==> config.mk <==
export PLATFORM = sky130hd
export DESIGN_NAME = sram_word_packer_flat
export DESIGN_NICKNAME = d
export VERILOG_FILES = /design/src/rtl/sram_word_packer_if.sv /design/src/rtl/sram_word_packer.sv /design/src/flat_wrapper.sv
export SDC_FILE = /design/constraint.sdc
export NUM_CORES = 1
export LEC_CHECK = 0
export BUFFER_PORTS_ARGS = -buffer_cell sky130_fd_sc_hd__buf_2
export CORE_MARGIN = 2
export CORE_UTILIZATION = 55
export CTS_CLUSTER_DIAMETER = 150
export DETAILED_ROUTE_END_ITERATION = 12
export PLACE_DENSITY = 0.86
export RECOVER_POWER = 50
export SYNTH_ARGS = -nofsm -noshare
export SYNTH_HDL_FRONTEND = slang
export SYNTH_SLANG_ARGS = --single-unit
==> constraint.sdc <==
create_clock -name clk -period 4.5 [get_ports clk]
set_input_delay 0.9 -clock clk [delete_from_list [all_inputs] [get_ports clk]]
set_output_delay 0.9 -clock clk [all_outputs]
set_load 0.03 [all_outputs]
==> src/rtl/sram_word_packer_if.sv <==
// Handshake and SRAM write-port bundle for the word packer.
// The DUT takes the slave view; the stream/controller side takes the master view.
interface sram_word_packer_if #(
  parameter int ELEM_W = 11,
  parameter int LANES  = 9,
  parameter int ADDR_W = 11
);
  localparam int WORD_W = ELEM_W * LANES;

  logic              start;
  logic [ADDR_W-1:0] base_addr;
  logic [ADDR_W-1:0] word_cnt;
  logic              in_valid;
  logic [ELEM_W-1:0] in_data;
  logic              in_ready;
  logic              sram_csb;
  logic              sram_wsb;
  logic [ADDR_W-1:0] sram_waddr;
  logic [WORD_W-1:0] sram_wdata;
  logic              busy;
  logic              done;

  modport slave (
    input  start, base_addr, word_cnt, in_valid, in_data,
    output in_ready, sram_csb, sram_wsb, sram_waddr, sram_wdata, busy, done
  );

  modport master (
    output start, base_addr, word_cnt, in_valid, in_data,
    input  in_ready, sram_csb, sram_wsb, sram_waddr, sram_wdata, busy, done
  );
endinterface

==> src/rtl/sram_word_packer.sv <==
// Packs LANES consecutive stream elements into one SRAM word and writes the
// words at consecutive addresses starting from a base, wrapping at DEPTH.
module sram_word_packer #(
  parameter int ELEM_W = 11,
  parameter int LANES  = 9,
  parameter int DEPTH  = 1728,
  parameter int ADDR_W = 11
) (
  input  logic                clk,
  input  logic                rst,
  sram_word_packer_if.slave   bus
);
  localparam int WORD_W = ELEM_W * LANES;
  localparam int LANE_W = $clog2(LANES);

  typedef enum logic [1:0] {IDLE, FILL, DONE} state_t;

  state_t              r_state, w_state_next;
  logic [ADDR_W-1:0]   r_base, w_base_next;
  logic [ADDR_W-1:0]   r_cnt, w_cnt_next;
  logic [ADDR_W-1:0]   r_word_idx, w_word_idx_next;
  logic [LANE_W-1:0]   r_lane, w_lane_next;
  logic [ELEM_W-1:0]   r_lane_data [LANES-1];
  logic                r_csb, w_csb_next;
  logic                r_wsb, w_wsb_next;
  logic [ADDR_W-1:0]   r_waddr, w_waddr_next;
  logic [WORD_W-1:0]   r_wdata, w_wdata_next;
  logic                r_in_ready, w_in_ready_next;
  logic                r_busy, w_busy_next;
  logic                r_done, w_done_next;

  logic                w_accept;
  logic                w_last_lane;
  logic                w_last_word;
  logic [ADDR_W:0]     w_addr_sum;
  logic [ADDR_W:0]     w_addr_wrapped;
  logic [WORD_W-1:0]   w_word;

  assign w_accept    = (r_state == FILL) && bus.in_valid && r_in_ready;
  assign w_last_lane = (r_lane == LANE_W'(LANES - 1));
  assign w_last_word = ({1'b0, r_word_idx} + (ADDR_W+1)'(1)) == {1'b0, r_cnt};

  // base < DEPTH and word_idx < DEPTH, so a single conditional subtract suffices.
  assign w_addr_sum     = {1'b0, r_base} + {1'b0, r_word_idx};
  assign w_addr_wrapped = (w_addr_sum >= (ADDR_W+1)'(DEPTH)) ?
                          (w_addr_sum - (ADDR_W+1)'(DEPTH)) : w_addr_sum;

  // The last lane bypasses storage and goes straight from the input into the word.
  genvar gi;
  generate
    for (gi = 0; gi < LANES - 1; gi++) begin : g_lane
      always_ff @(posedge clk) begin
        if (w_accept && (r_lane == LANE_W'(gi))) begin
          r_lane_data[gi] <= bus.in_data;
        end
      end
      assign w_word[gi*ELEM_W +: ELEM_W] = r_lane_data[gi];
    end
  endgenerate
  assign w_word[WORD_W-1 -: ELEM_W] = bus.in_data;

  always_comb begin
    w_state_next    = r_state;
    w_base_next     = r_base;
    w_cnt_next      = r_cnt;
    w_word_idx_next = r_word_idx;
    w_lane_next     = r_lane;
    w_csb_next      = 1'b1;
    w_wsb_next      = 1'b1;
    w_waddr_next    = r_waddr;
    w_wdata_next    = r_wdata;
    w_in_ready_next = 1'b0;
    w_busy_next     = 1'b0;
    w_done_next     = 1'b0;
    unique case (r_state)
      IDLE: begin
        if (bus.start) begin
          w_base_next     = bus.base_addr;
          w_cnt_next      = bus.word_cnt;
          w_word_idx_next = '0;
          w_lane_next     = '0;
          w_busy_next     = 1'b1;
          if (bus.word_cnt == '0) begin
            w_state_next = DONE;
          end else begin
            w_state_next    = FILL;
            w_in_ready_next = 1'b1;
          end
        end
      end
      FILL: begin
        w_busy_next     = 1'b1;
        w_in_ready_next = 1'b1;
        if (w_accept) begin
          if (w_last_lane) begin
            w_lane_next     = '0;
            w_word_idx_next = r_word_idx + ADDR_W'(1);
            w_csb_next      = 1'b0;
            w_wsb_next      = 1'b0;
            w_waddr_next    = w_addr_wrapped[ADDR_W-1:0];
            w_wdata_next    = w_word;
            if (w_last_word) begin
              w_state_next    = DONE;
              w_in_ready_next = 1'b0;
            end
          end else begin
            w_lane_next = r_lane + LANE_W'(1);
          end
        end
      end
      DONE: begin
        w_state_next = IDLE;
        w_done_next  = 1'b1;
      end
      default: begin
        w_state_next = IDLE;
      end
    endcase
  end

  always_ff @(posedge clk) begin
    if (rst) begin
      r_state    <= IDLE;
      r_base     <= '0;
      r_cnt      <= '0;
      r_word_idx <= '0;
      r_lane     <= '0;
      r_csb      <= 1'b1;
      r_wsb      <= 1'b1;
      r_waddr    <= '0;
      r_wdata    <= '0;
      r_in_ready <= 1'b0;
      r_busy     <= 1'b0;
      r_done     <= 1'b0;
    end else begin
      r_state    <= w_state_next;
      r_base     <= w_base_next;
      r_cnt      <= w_cnt_next;
      r_word_idx <= w_word_idx_next;
      r_lane     <= w_lane_next;
      r_csb      <= w_csb_next;
      r_wsb      <= w_wsb_next;
      r_waddr    <= w_waddr_next;
      r_wdata    <= w_wdata_next;
      r_in_ready <= w_in_ready_next;
      r_busy     <= w_busy_next;
      r_done     <= w_done_next;
    end
  end

  assign bus.in_ready   = r_in_ready;
  assign bus.sram_csb   = r_csb;
  assign bus.sram_wsb   = r_wsb;
  assign bus.sram_waddr = r_waddr;
  assign bus.sram_wdata = r_wdata;
  assign bus.busy       = r_busy;
  assign bus.done       = r_done;
endmodule

==> src/flat_wrapper.sv <==
// flat-port wrapper written by rule: the top's interface ports become plain ports
module sram_word_packer_flat 
#(
  parameter int ELEM_W = 11,
  parameter int LANES  = 9,
  parameter int DEPTH  = 1728,
  parameter int ADDR_W = 11
)
  (clk, rst, bus_start, bus_base_addr, bus_word_cnt, bus_in_valid, bus_in_data, bus_in_ready, bus_sram_csb, bus_sram_wsb, bus_sram_waddr, bus_sram_wdata, bus_busy, bus_done);
  sram_word_packer_if #(.ELEM_W(ELEM_W), .LANES(LANES), .ADDR_W(ADDR_W)) bus_i ();
  input  logic clk;
  input  logic rst;
  input wire logic [$bits(bus_i.start)-1:0] bus_start;
  input wire logic [$bits(bus_i.base_addr)-1:0] bus_base_addr;
  input wire logic [$bits(bus_i.word_cnt)-1:0] bus_word_cnt;
  input wire logic [$bits(bus_i.in_valid)-1:0] bus_in_valid;
  input wire logic [$bits(bus_i.in_data)-1:0] bus_in_data;
  output wire logic [$bits(bus_i.in_ready)-1:0] bus_in_ready;
  output wire logic [$bits(bus_i.sram_csb)-1:0] bus_sram_csb;
  output wire logic [$bits(bus_i.sram_wsb)-1:0] bus_sram_wsb;
  output wire logic [$bits(bus_i.sram_waddr)-1:0] bus_sram_waddr;
  output wire logic [$bits(bus_i.sram_wdata)-1:0] bus_sram_wdata;
  output wire logic [$bits(bus_i.busy)-1:0] bus_busy;
  output wire logic [$bits(bus_i.done)-1:0] bus_done;
  assign bus_i.start = bus_start;
  assign bus_i.base_addr = bus_base_addr;
  assign bus_i.word_cnt = bus_word_cnt;
  assign bus_i.in_valid = bus_in_valid;
  assign bus_i.in_data = bus_in_data;
  assign bus_in_ready = bus_i.in_ready;
  assign bus_sram_csb = bus_i.sram_csb;
  assign bus_sram_wsb = bus_i.sram_wsb;
  assign bus_sram_waddr = bus_i.sram_waddr;
  assign bus_sram_wdata = bus_i.sram_wdata;
  assign bus_busy = bus_i.busy;
  assign bus_done = bus_i.done;
  sram_word_packer #(.ELEM_W(ELEM_W), .LANES(LANES), .DEPTH(DEPTH), .ADDR_W(ADDR_W)) u_core (.clk(clk), .rst(rst), .bus(bus_i));
endmodule
# Word-level counts from Yosys, hierarchy flattened
# Memories as Yosys holds them, arrays and structs flattened. A register that Yosys moved wholly into a read port is not among the register bits.
# Cells that the tools add are included.
dict set report classes {
  n_bitwise 2
  addsub 5
  reduce_logical 27
  mux 62
  n_eq_ne 15
  magnitude_cmp 1
}
# cell count
set op_table {}
lappend op_table {{$mux W11} 11}
lappend op_table {{$reduce_or A11 Y1} 7}
lappend op_table {{$mux W1} 31}
lappend op_table {{$pmux W11 S2} 1}
lappend op_table {{$mux W3} 7}
lappend op_table {{$eq A4 B3 Y1 const B} 4}
lappend op_table {{$add A11 B1 Y12 const B} 1}
lappend op_table {{$add A11 B11 Y12} 1}
lappend op_table {{$eq A12 B11 Y1} 1}
lappend op_table {{$ge A12 B11 Y1 const B} 1}
lappend op_table {{$mux W4} 3}
lappend op_table {{$add A11 B1 Y11 const B} 1}
lappend op_table {{$logic_not A11 Y1} 1}
lappend op_table {{$sub A11 B11 Y11 const B} 1}
lappend op_table {{$logic_and A1 B1 Y1} 10}
lappend op_table {{$mux W2} 5}
lappend op_table {{$eq A4 B2 Y1 const B} 2}
lappend op_table {{$pmux W4 S2} 1}
lappend op_table {{$reduce_and A4 Y1} 2}
lappend op_table {{$ne A2 B1 Y1 const B} 3}
lappend op_table {{$reduce_and A3 Y1} 2}
lappend op_table {{$add A4 B1 Y4 const B} 1}
lappend op_table {{$eq A4 B1 Y1 const B} 1}
lappend op_table {{$eq A4 B4 Y1 const B} 1}
lappend op_table {{other kinds (11)} 13}
dict set report word_totals {
  output_inout_bits 115
  ramBits 88
  n_memories 1
  regBits 153
}
# memory words width read_ports rd_clocked_by_memory_dff write_ports line_no
set memory_table {}
lappend memory_table {u_core.r_lane_data 8 11 8 8 1 sram_word_packer.sv:23} ;# logic [ELEM_W-1:0] r_lane_data [LANES-1];

# Logic depth before layout (Yosys ltp)
# Gate-level depths: netlist of the first run.
dict set report depth {
  word_depth 14
  mapped_depth 13
  depth_no_buf 13
}

# Least setup slack after synthesis of the first run
# No wires, ideal clock.
dict set report synth_path {
  path_type {register to register}
  start {reg u_core.r_word_idx[0]}
  end {reg u_core.r_waddr[8], in the netlist u_core.bus.sram_waddr[8]}
  t_arrival_ps 3222
  path_slack_ps 1162
  n_path_buf 0
  required_time_ps 4384
  stages_incl_launch_ff 14
  cell_sequence {dfxtp_1 -> ha_1 -> inv_1 -> fa_1 -> nor2b_1 -> o2111ai_1 -> nand2_1 -> xor2_1 -> ha_1 -> nor2_1 -> a2111oi_4 -> a21oi_2 -> or3_1 -> and3_1}
}
dict set report synth_between {
  elab_chain_cells 3
  word_cells_on_any_way 4
  cone_classes {add/sub: 2; order compare: 1; mux: 1}
}
# element line_no
set synth_rtl {}
lappend synth_rtl {{start: declaration} sram_word_packer.sv:21} ;# logic [ADDR_W-1:0] r_word_idx, w_word_idx_next;
lappend synth_rtl {{start signal: assignment} sram_word_packer.sv:139} ;# r_word_idx <= w_word_idx_next;
lappend synth_rtl {{$add A11 B11 Y12 *} sram_word_packer.sv:44} ;# assign w_addr_sum = {1'b0, r_base} + {1'b0, r_word_idx};
lappend synth_rtl {{$sub A11 B11 Y11 / $ge A12 B11 Y1 (equally long branches)} {sram_word_packer.sv:46, sram_word_packer.sv:45}}
lappend synth_rtl {{$mux W11 *} sram_word_packer.sv:45} ;# assign w_addr_wrapped = (w_addr_sum >= (ADDR_W+1)'(DEPTH)) ?
lappend synth_rtl {{end signal: assignment} sram_word_packer.sv:143} ;# r_waddr <= w_waddr_next;
lappend synth_rtl {{end: declaration} sram_word_packer.sv:26} ;# logic [ADDR_W-1:0] r_waddr, w_waddr_next;
# Every way passes the cells marked *; elsewhere a longest branch is shown, timed or not.
# A chain may end at the register's enable or synchronous reset.

==> results of run 1 <==
Yosys cell counts, types with 2 or more instances:
library cell / instances
nand2_1: 272
buf_1: 2
nor2b_1: 2
a31oi_1: 2
and3_1: 4
clkbuf_1: 46
nand4_1: 4
nor2_1: 31
nand2b_1: 8
o21ai_1: 3
or3_1: 7
dfxtp_1: 153
a211oi_1: 5
edfxtp_1: 88
nor3b_1: 3
o31ai_1: 2
xor2_1: 8
a21oi_1: 149
mux2i_1: 2
a21o_1: 4
nor3_1: 7
o21ai_0: 14
a22oi_1: 2
xnor2_1: 16
nand3_1: 12
nand3b_1: 3
a211o_1: 2
nor4_1: 7
ha_1: 17
inv_1: 8
and2_1: 10
worst max path at each step:
stage,from,end,slack (ns),depth (start not counted)
finish,rst,u_core.r_word_idx[7]$_SDFFE_PP0P_,0.72,5
global route,rst,u_core.r_word_idx[7]$_SDFFE_PP0P_,0.41,5
CTS,u_core.r_word_idx[0]$_SDFFE_PP0P_,u_core.bus.sram_waddr[8]$_SDFFE_PP0P_,0.81,13
detailed placement,u_core.r_word_idx[0]$_SDFFE_PP0P_,u_core.bus.sram_waddr[8]$_SDFFE_PP0P_,0.82,13
global placement,u_core.r_word_idx[0]$_SDFFE_PP0P_,u_core.bus.sram_waddr[8]$_SDFFE_PP0P_,0.96,13
floorplan,u_core.r_word_idx[0]$_SDFFE_PP0P_,u_core.bus.sram_waddr[8]$_SDFFE_PP0P_,1.16,13
power breakdown:
| group | switching (W) | total (W) | internal [W] |
|---|---|---|---|
| registers | 0.0000161 | 0.00229 | 0.00228 |
| clock network | 0.000822 | 0.00199 | 0.00117 |
| logic | 0.000119 | 0.000174 | 0.0000552 |
| total | 0.000957 | 0.00446 | 0.00350 |
critical path, delay by kind of cell:
kind,cells,cell delay [ns]
and+or+nand+nor,2,0.48
AOI/OAI and AO/OA,2,0.17
buffers and inverters,1,2.57
sequential cells by signal (all words and copies together) (netlist names):
register,flops
u_core.r_lane_data,88
u_core.r_lane,4
u_core.bus.sram_waddr,11
u_core.r_state,2
u_core.r_word_idx,11
u_core.r_base,11
u_core.bus.done,1
u_core.r_cnt,11
u_core.bus.sram_wdata,11
u_core.bus.sram_csb,1
u_core.bus.busy,1
bus_sram_wdata,88
u_core.bus.in_ready,1
cell families after synthesis:
kind of cell    Yosys count
compound gates          199
buf+inv                  57
simple gates            376
mux                       2
xor+xnor                 24
flops                   241
fa+ha+maj                18
metrics by stage:
stage / cells / util, %
6_report: 1285 / 66.5
5_1_grt: 1285 / 66.5
4_1_cts: 1285 / 67.5
3_5_place_dp: 1241 / 62.6
3_3_place_gp: 1241 / 62.6
2_1_floorplan: 917 / -
cell usage in the layout (no fill, tap or decap), types with 4 or more instances in the layout:
master	count
nand2_1	272
dfxtp_1	153
a21oi_1	149
clkbuf_1	132
edfxtp_1	88
nor2_1	31
clkbuf_16	24
buf_2	24
ha_1	17
xnor2_1	16
o21ai_0	14
nand3_1	12
and2_1	10
inv_1	8
xor2_1	8
nand2b_1	8
nor4_1	7
nor3_1	6
or3_1	6
a211oi_1	5
a21o_1	4
nand4_1	4
and3_1	4
clkbuf_8	4
clkinv_1	4
buf_4	4
routing by layer:
metal / up-vias / wire (µm) / share of wire (%)
li1: 3412 / - / -
met1: 3315 / 9020 / 42
met2: 276 / 10500 / 49
met3: 50 / 1490 / 6.9
met4: 0 / 606 / 2.8
met5: - / 0 / 0
area by class of cell:
class                           instances  share of cell area (%)
Timing Repair Buffer                  157                    6.27
Tap cell                              216                    2.54
Clock buffer                           33                    6.34
Inverter                                8                   0.282
Multi-Input combinational cell        619                    29.8
Sequential cell                       241                    53.6
Clock inverter                         11                    1.11
==> results.md, run 1 <==
- The setup slack of the worst register-to-register path is between 0.7 and 0.8 ns.
- The combined flip-flop and latch cell area is about 5700 µm².
- The starting utilization of the core area is 56.8%.
- After the last flow step, the layout net total stands at about 1100.
- The arrival time at the worst endpoint is 4.16 ns.
- The checks that failed: max-capacitance violations, max-slew violations.
- Entering global routing, the biggest net connects 86 pins.
- The detailed-route wire length per cell is roughly 17 µm.
- The critical path goes through clkbuf_1 > nand2b_1 > o21ai_0 > nand2_1 > o31ai_1.
- The area of the die is 17600 µm².
- The most common flop cell mapped by yosys is dfxtp_1.
- In this run, synthesis inferred just under 90 flip-flops with an integrated enable.
- STA classifies the critical path endpoint as a flip-flop.
- For met3 alone, demand over resource in global routing was roughly 3.7%.
- The final instance area is between 10000 and 15000 µm².
- The total number of yosys warnings is 0.
- Routability-driven placement finished with a final weighted congestion of 0.953.
- The synthesized netlist contains 55 unique library cells.
- Setup violations remaining at the end of the flow were counted as 0.
- In the final layout, the share of cells above drive strength 1 is roughly 6.6%.
- Setup repair after global routing left no endpoint under its margin.
- The quantity of gates resized following cts is 0.
- The number of hold buffers added after CTS was 0.
- The final number of hold-violating endpoints is 0.
- IR analysis of the VDD net gives a maximum drop of between 0.2 and 0.3 mV.
- The total core area is ~16000 µm².
- The post-route DRC violation count is 0.
- The first global-routing pass estimated about 34000 µm of wire.
- After synthesis, the cell types taking the most area are dfxtp_1 (34%), edfxtp_1 (29%), nand2_1 (11%).
- The type of origin of the critical path is an input pin.
- Power spread over the standard cell area amounts to roughly 420 nW/µm².
- The average size of a mapped cell is about 9.9 µm².
- The post-placement worst setup slack is 0.820 ns.
- For this run, global-route usage on met1 was measured as a little under a third.
- The tree built by TritonCTS fans out to approximately 240 sinks.
- The startpoint identified for the worst hold timing path is u_core.bus.sram_waddr[5]$_SDFFE_PP0P_.
- The number of primary I/O pins is between 150 and 200.
- The via count of the first global-routing pass is 6793.
- CTS built an H-tree with a depth of 1.
- The clock-pin slew of the registers on the worst-case setup and hold paths is ~0.06 ns.
- 0 antenna diodes ended up in the layout.
- The relative max-transition margin is -148%.
- The minimum setup slack in the final design is ~0.72 ns.
- The fraction of registers with async set/reset is 0%.
- After Yosys synthesis, XOR and XNOR cells account for between 2 and 2.5% of the synthesized area.
- The synthesized netlist devotes 2.56% of its cell area to adder and majority cells.
- In this design, the stage delay of the slowest critical-path cell is approximately 2.6 ns.
- The worst hold path was traced through 2 stages.
- STA puts the critical path data required time at a little under 5 ns.
- The end point of the worst hold path is u_core.bus.sram_waddr[5]$_SDFFE_PP0P_.
- The multi-input combinational cells in the finished layout cover a total of between 3000 and 4000 µm².
- After global routing, the most crowded layer is met2.
- The TritonCTS clock tree is built.
- The count of pins over their slew limit is 85.
- The pre-antenna-repair detailed-routing pass consisted of 7 iterations.
- The share of the synthesized area in compound gates (AO/OA/AOI/OAI) is 12.3%.
- The tool flagged a number of max-cap violations equal to 1.
- The die is approximately 130 µm wide.
- Based on the critical path, the design can be clocked at up to about 260 MHz.
- The critical path start-end classification is input pin to flip-flop.
- Global routing finished with a remaining overflow of 0.
- For the worst-skew pair, the clock arrives at the later sink with an insertion delay of 0.52 ns.
- For this block, the initial DRC count from the detailed router was approximately 540.
- The row count is 46.
- The initial antenna violation count was 0.
- The global router's overall resource usage is a little under a quarter.
- The launch instance of the worst register-to-register path is u_core.r_word_idx[0]$_SDFFE_PP0P_.
- The maximum count of clock buffers along a single path is 3.
- The flow ran to the end, but the final reports show violations.
- The number of synthesized register bits is 241.
- The post-route antenna net violation count is 0.
- The path type of the worst min-delay path is flip-flop to flip-flop.
- dfxtp_1 takes more of the synthesized area than any other cell.
- The cell depth of the worst flop-to-flop path is 13.
- The main combinational cell family by area after synthesis is simple AND/OR/NAND/NOR gates.
- Of the post-synthesis cell area, the dominant cell type holds roughly 34%.
- Buffers added to address setup during post-CTS repair amount to 0.
- For the pin with the worst max-slew slack, the measured transition is between 3 and 4 ns.
- The sequential-to-total area share from yosys stat is between 60% and 70%.
- The endpoint of the lowest-slack register-to-register path is u_core.bus.sram_waddr[8]$_SDFFE_PP0P_.
- The share of synthesized area spent on multiplexers is less than 1%.
- The via count is roughly 7000.
- The HPWL reported at the end of detailed placement is 13600 µm.
- The largest fanout on the critical path is 85.
- The final critical path takes up between 80% and 90% of the cycle.
- After detailed routing, the number of vias per cell comes to 5.49.
- The synthesized netlist devotes 17.4% of its cell area to simple gates.
- The routing usage on met2 is about two fifths.
- The completed layout was analyzed and its total power is around 0.0045 W.
- The placed instances occupy a cell area of between 10000 and 15000 µm².
- The final total negative setup slack is 0 ns.
- Counting the fill cells in the layout gives ~1300.
- The number of clock buffers inserted by TritonCTS is 24.
- The cell count after synthesis is 917.
- The tightest hold path in the finished design has a slack of ~0.45 ns.
- Among all stages on the critical path, the largest delay is contributed by clkbuf_1.
- The post-synthesis net count is between 900 and 1000.
- Between clock sinks in the finished design, the worst skew comes to around 0.015 ns.
- The total wire length after detailed routing is 21700 µm.
- The floorplan step set the die height to between 100 and 150 µm.
- The final critical delay including setup and external delays is between 3 and 4 ns.
- The buffer cell driving the clock tree root is clkbuf_16.
- The count of input and output buffers is around 150.
- Summed over all cells, the static leakage comes to ~3.6 nW.
- The synthesized area is approximately 9000 µm².
- The layout overhead on the synthesized area is 17.1%.
(Power assumes the default switching activity.)
==> run 2, diff against run 1 <==
Clock period 4.5 ns to 3.7 ns, I/O delays scaled along.
==> run 2 against run 1 <==
Effect of this change: the run now ends clean; sequential power is 22% higher; via count is 1.2% lower; clock power is 26% higher; register-to-register slack worse by 0.52 ns; non-clock buffer count is 8 higher; power is 24% higher; setup slack worse by 0.46 ns; worst hold slack worse by 0.0042 ns; largest cell class unchanged.
==> results.md, run 2 (same netlist as run 1, synthesis figures left out) <==
- The setup clock skew after layout is 0.00929 ns (-0.00614 ns).
- The post-layout utilization of the core came to 67.0% (+0.49 points).
- The buffer cell driving the clock tree root is clkbuf_16.
- The final worst-path cycle share is 93.0%.
- The power consumption is 0.00551 W (+24%).
- The largest fanout on the critical path is 8 (-91%).
- The number of clock buffers inserted by TritonCTS came to 25 (+4.2%).
- The startpoint identified for the worst hold timing path is u_core.bus.sram_waddr[5]$_SDFFE_PP0P_.
- The via count of the first global-routing pass is 6427 (-5.4%).
- The count of pins over their slew limit is 0 (-100%).
- The total of max-cap violations is 0 (-1).
- The peak supply drop is 0.397 mV (+34%).
- The count of input and output buffers is 151 (unchanged).
- The area of the die is 17600 µm² (unchanged).
- The sink count of the clock tree is 241 (unchanged).
- Leaving out fill and tap cells, the most frequent cells in the layout are nand2_1 (272), dfxtp_1 (152), a21oi_1 (149).
- The total number of H-tree levels is 1 (unchanged).
- The global router's overall resource usage is 23.6% (-0.38 points).
- The tightest min-delay check is of the flip-flop to flip-flop type.
- The critical path start-end classification is flip-flop to flip-flop.
- The row count is 46 (unchanged).
- The post-detailed-route via-to-cell ratio is 5.39 (-1.9%).
- The relative contribution of the clock network to total power is 45.5% (+0.9 points).
- The total grt overflow is 0 (unchanged).
- The run finished with clean final reports.
- The number of primary I/O pins is 152 (unchanged).
- The vertical die dimension is 133 µm (unchanged).
- The fraction of final layout cells with drive strength greater than 1 is 8.53% (+1.9 points).
- The power density over cell area is 514 nW/µm² (+23%).
- The clock-pin slew of the registers on the worst-case setup and hold paths is 0.06 ns (about the same).
- The number of inserted diodes is 0 (unchanged).
- The maximum number of pins on one net before global-route repair is 71 (-17%).
- The post-route DRC violation count came to 0 (unchanged).
- The clock insertion delay at the later pin of the skew report is 0.51 ns (about the same).
- The total wire length after detailed routing came to 21100 µm (-2.6%).
- STA classifies the critical path endpoint as a flip-flop.
- The HPWL reported at the end of detailed placement was 13700 µm (+0.89%).
- The via count is 6971 (-1.2%).
- The required time at the worst-slack endpoint is 4.10 ns (-0.79 ns).
- The most frequent standard cell in the layout excluding fill and tap cells is nand2_1.
- The number of endpoints failing setup at the final stage is 0 (unchanged).
- The leakage power figure is 3.72 nW (+2.4%).
- The depth of the worst hold-timing path is 2 (unchanged).
- The initial antenna violation count is 0 (unchanged).
- The cts-stage hold buffer count is 0 (unchanged).
- Subtracting the final worst setup slack from the clock period gives roughly 3.4 ns.
- The total core area came to 16000 µm² (unchanged).
- The post-layout net count was 1115 (+0.81%).
- The starting utilization of the core area is 56.8% (unchanged).
- The layout overhead on the synthesized area is 17.9%.
- The proportion of power drawn by flip-flops and latches is 50.6% (-0.9 points).
- The combinational fraction of design power is 3.8% (about the same).
- The cell depth of the worst flop-to-flop path was 13 (unchanged).
- STA classifies the critical path startpoint as a flip-flop.
- TritonCTS built the clock tree.
- The setup slack of the worst register-to-register path came to 0.26 ns (-0.52 ns).
- The first-pass GRT wire length came to 33300 µm (-2.6%).
- The starting DRC count in detailed routing came to 599 (+11%).
- The internal power came to 0.00435 W (+24%).
- The reported net switching power is 0.00116 W (+21%).
- The maximum count of clock buffers along a single path is 3 (unchanged).
- The routability congestion estimate from global placement is 0.907 (-4.8%).
- The arrival time at the worst endpoint is 3.84 ns (-0.32 ns).
- The endpoint of the lowest-slack register-to-register path is u_core.bus.sram_waddr[8]$_SDFFE_PP0P_.
- The switching fraction of total power is 21.1% (-0.37 points).
- The final number of hold-violating endpoints is 0 (unchanged).
- The die extent in x was 133 µm (unchanged).
- For this run, the top clock speed supported by timing is 291 MHz.
- The launch instance of the worst register-to-register path is u_core.r_word_idx[0]$_SDFFE_PP0P_.
- The detailed-route wire length per cell is 16.3 µm (-3.2%).
- The transition time at the pin with the least slew margin is 1.01 ns (-2.71 ns).
- The relative max-transition margin is 31.9% (+180 points).
- Setup repair after global routing left no endpoint under its margin.
- The final total negative setup slack is 0 ns (unchanged).
- The post-route antenna net violation count came to 0 (unchanged).
- The end point of the worst hold path is u_core.bus.sram_waddr[5]$_SDFFE_PP0P_.
- The number of detailed-route iterations in the first pass came to 5 (-2).
## run 2: changes by cell type in the layout (fill, tap and decap cells not counted), sizes merged
| cell | before | now |
|---|---|---|
| buf | 30 | 47 |
| clkbuf | 160 | 150 |
| bufinv | 2 | 3 |
| clkinvlp | 0 | 2 |
| inv | 9 | 8 |
## run 2: timing repair
action	in CTS	in global routing
setup endpoints to repair	0	3
buffers inserted	0	1
resized for setup	0	1
## run 2: area by class of cell
type | count | area (µm²)
multi-input cells | 619 | 3170
repair buffers | 165 | 713
fillers | 1303 | 5280
inverters | 8 | 30.0
well taps | 216 | 270
flip-flops and latches | 241 | 5710
clock buffers | 32 | 682
clock inverters | 13 | 146
## run 2: worst max-delay path by stage
stage,endpoint,slack (ns),cells past startpoint,start
global route,u_core.bus.sram_waddr[8]$_SDFFE_PP0P_,0.05,13,u_core.r_word_idx[0]$_SDFFE_PP0P_
detailed placement,u_core.bus.sram_waddr[8]$_SDFFE_PP0P_,0.13,13,u_core.r_word_idx[0]$_SDFFE_PP0P_
finish,u_core.bus.sram_waddr[8]$_SDFFE_PP0P_,0.26,13,u_core.r_word_idx[0]$_SDFFE_PP0P_
CTS,u_core.bus.sram_waddr[8]$_SDFFE_PP0P_,0.11,13,u_core.r_word_idx[0]$_SDFFE_PP0P_
floorplan,u_core.bus.sram_waddr[8]$_SDFFE_PP0P_,0.36,13,u_core.r_word_idx[0]$_SDFFE_PP0P_
global placement,u_core.bus.sram_waddr[8]$_SDFFE_PP0P_,0.24,13,u_core.r_word_idx[0]$_SDFFE_PP0P_
## run 2: metal layers
metal | share of wire [%] | vias up | track usage (%)
li1 | - | 3425 | -
met1 | 42 | 3236 | 32.3
met2 | 48 | 273 | 38.1
met3 | 7.5 | 37 | 4.37
met4 | 2.6 | 0 | 7.89
met5 | 0 | - | 0
## run 2: power groups by stage
stage	clock network [W]	registers, W	logic [W]
floorplan	0	0.00285	0.000126
global placement	0	0.00284	0.000211
detailed placement	0	0.00285	0.000213
CTS	0.00254	0.00279	0.000214
global route	0.00264	0.00279	0.000234
finish	0.00251	0.00279	0.000211
## run 2: per-stage QoR
step	cells	hold WS (ns)	setup slack [ns]	area (µm²)
after detailed placement	1248	0.443	0.135	10000
final	1294	0.448	0.260	10700
after global placement	1248	0.437	0.236	10000
after CTS	1293	0.450	0.106	10900
after global routing	1294	0.466	0.0478	10700
after floorplan	917	0.440	0.362	9090
## run 2: critical path: stages, from the launching register on
cell,delay [ns]
dfxtp_2,0.40
ha_1,0.24
inv_1,0.07
fa_1,0.41
nor2b_1,0.17
o2111ai_1,0.18
nand2_1,0.22
xor2_1,0.21
ha_1,0.25
nor2_1,0.10
a2111oi_4,0.42
a21oi_2,0.15
or3_1,0.35
and3_1,0.18
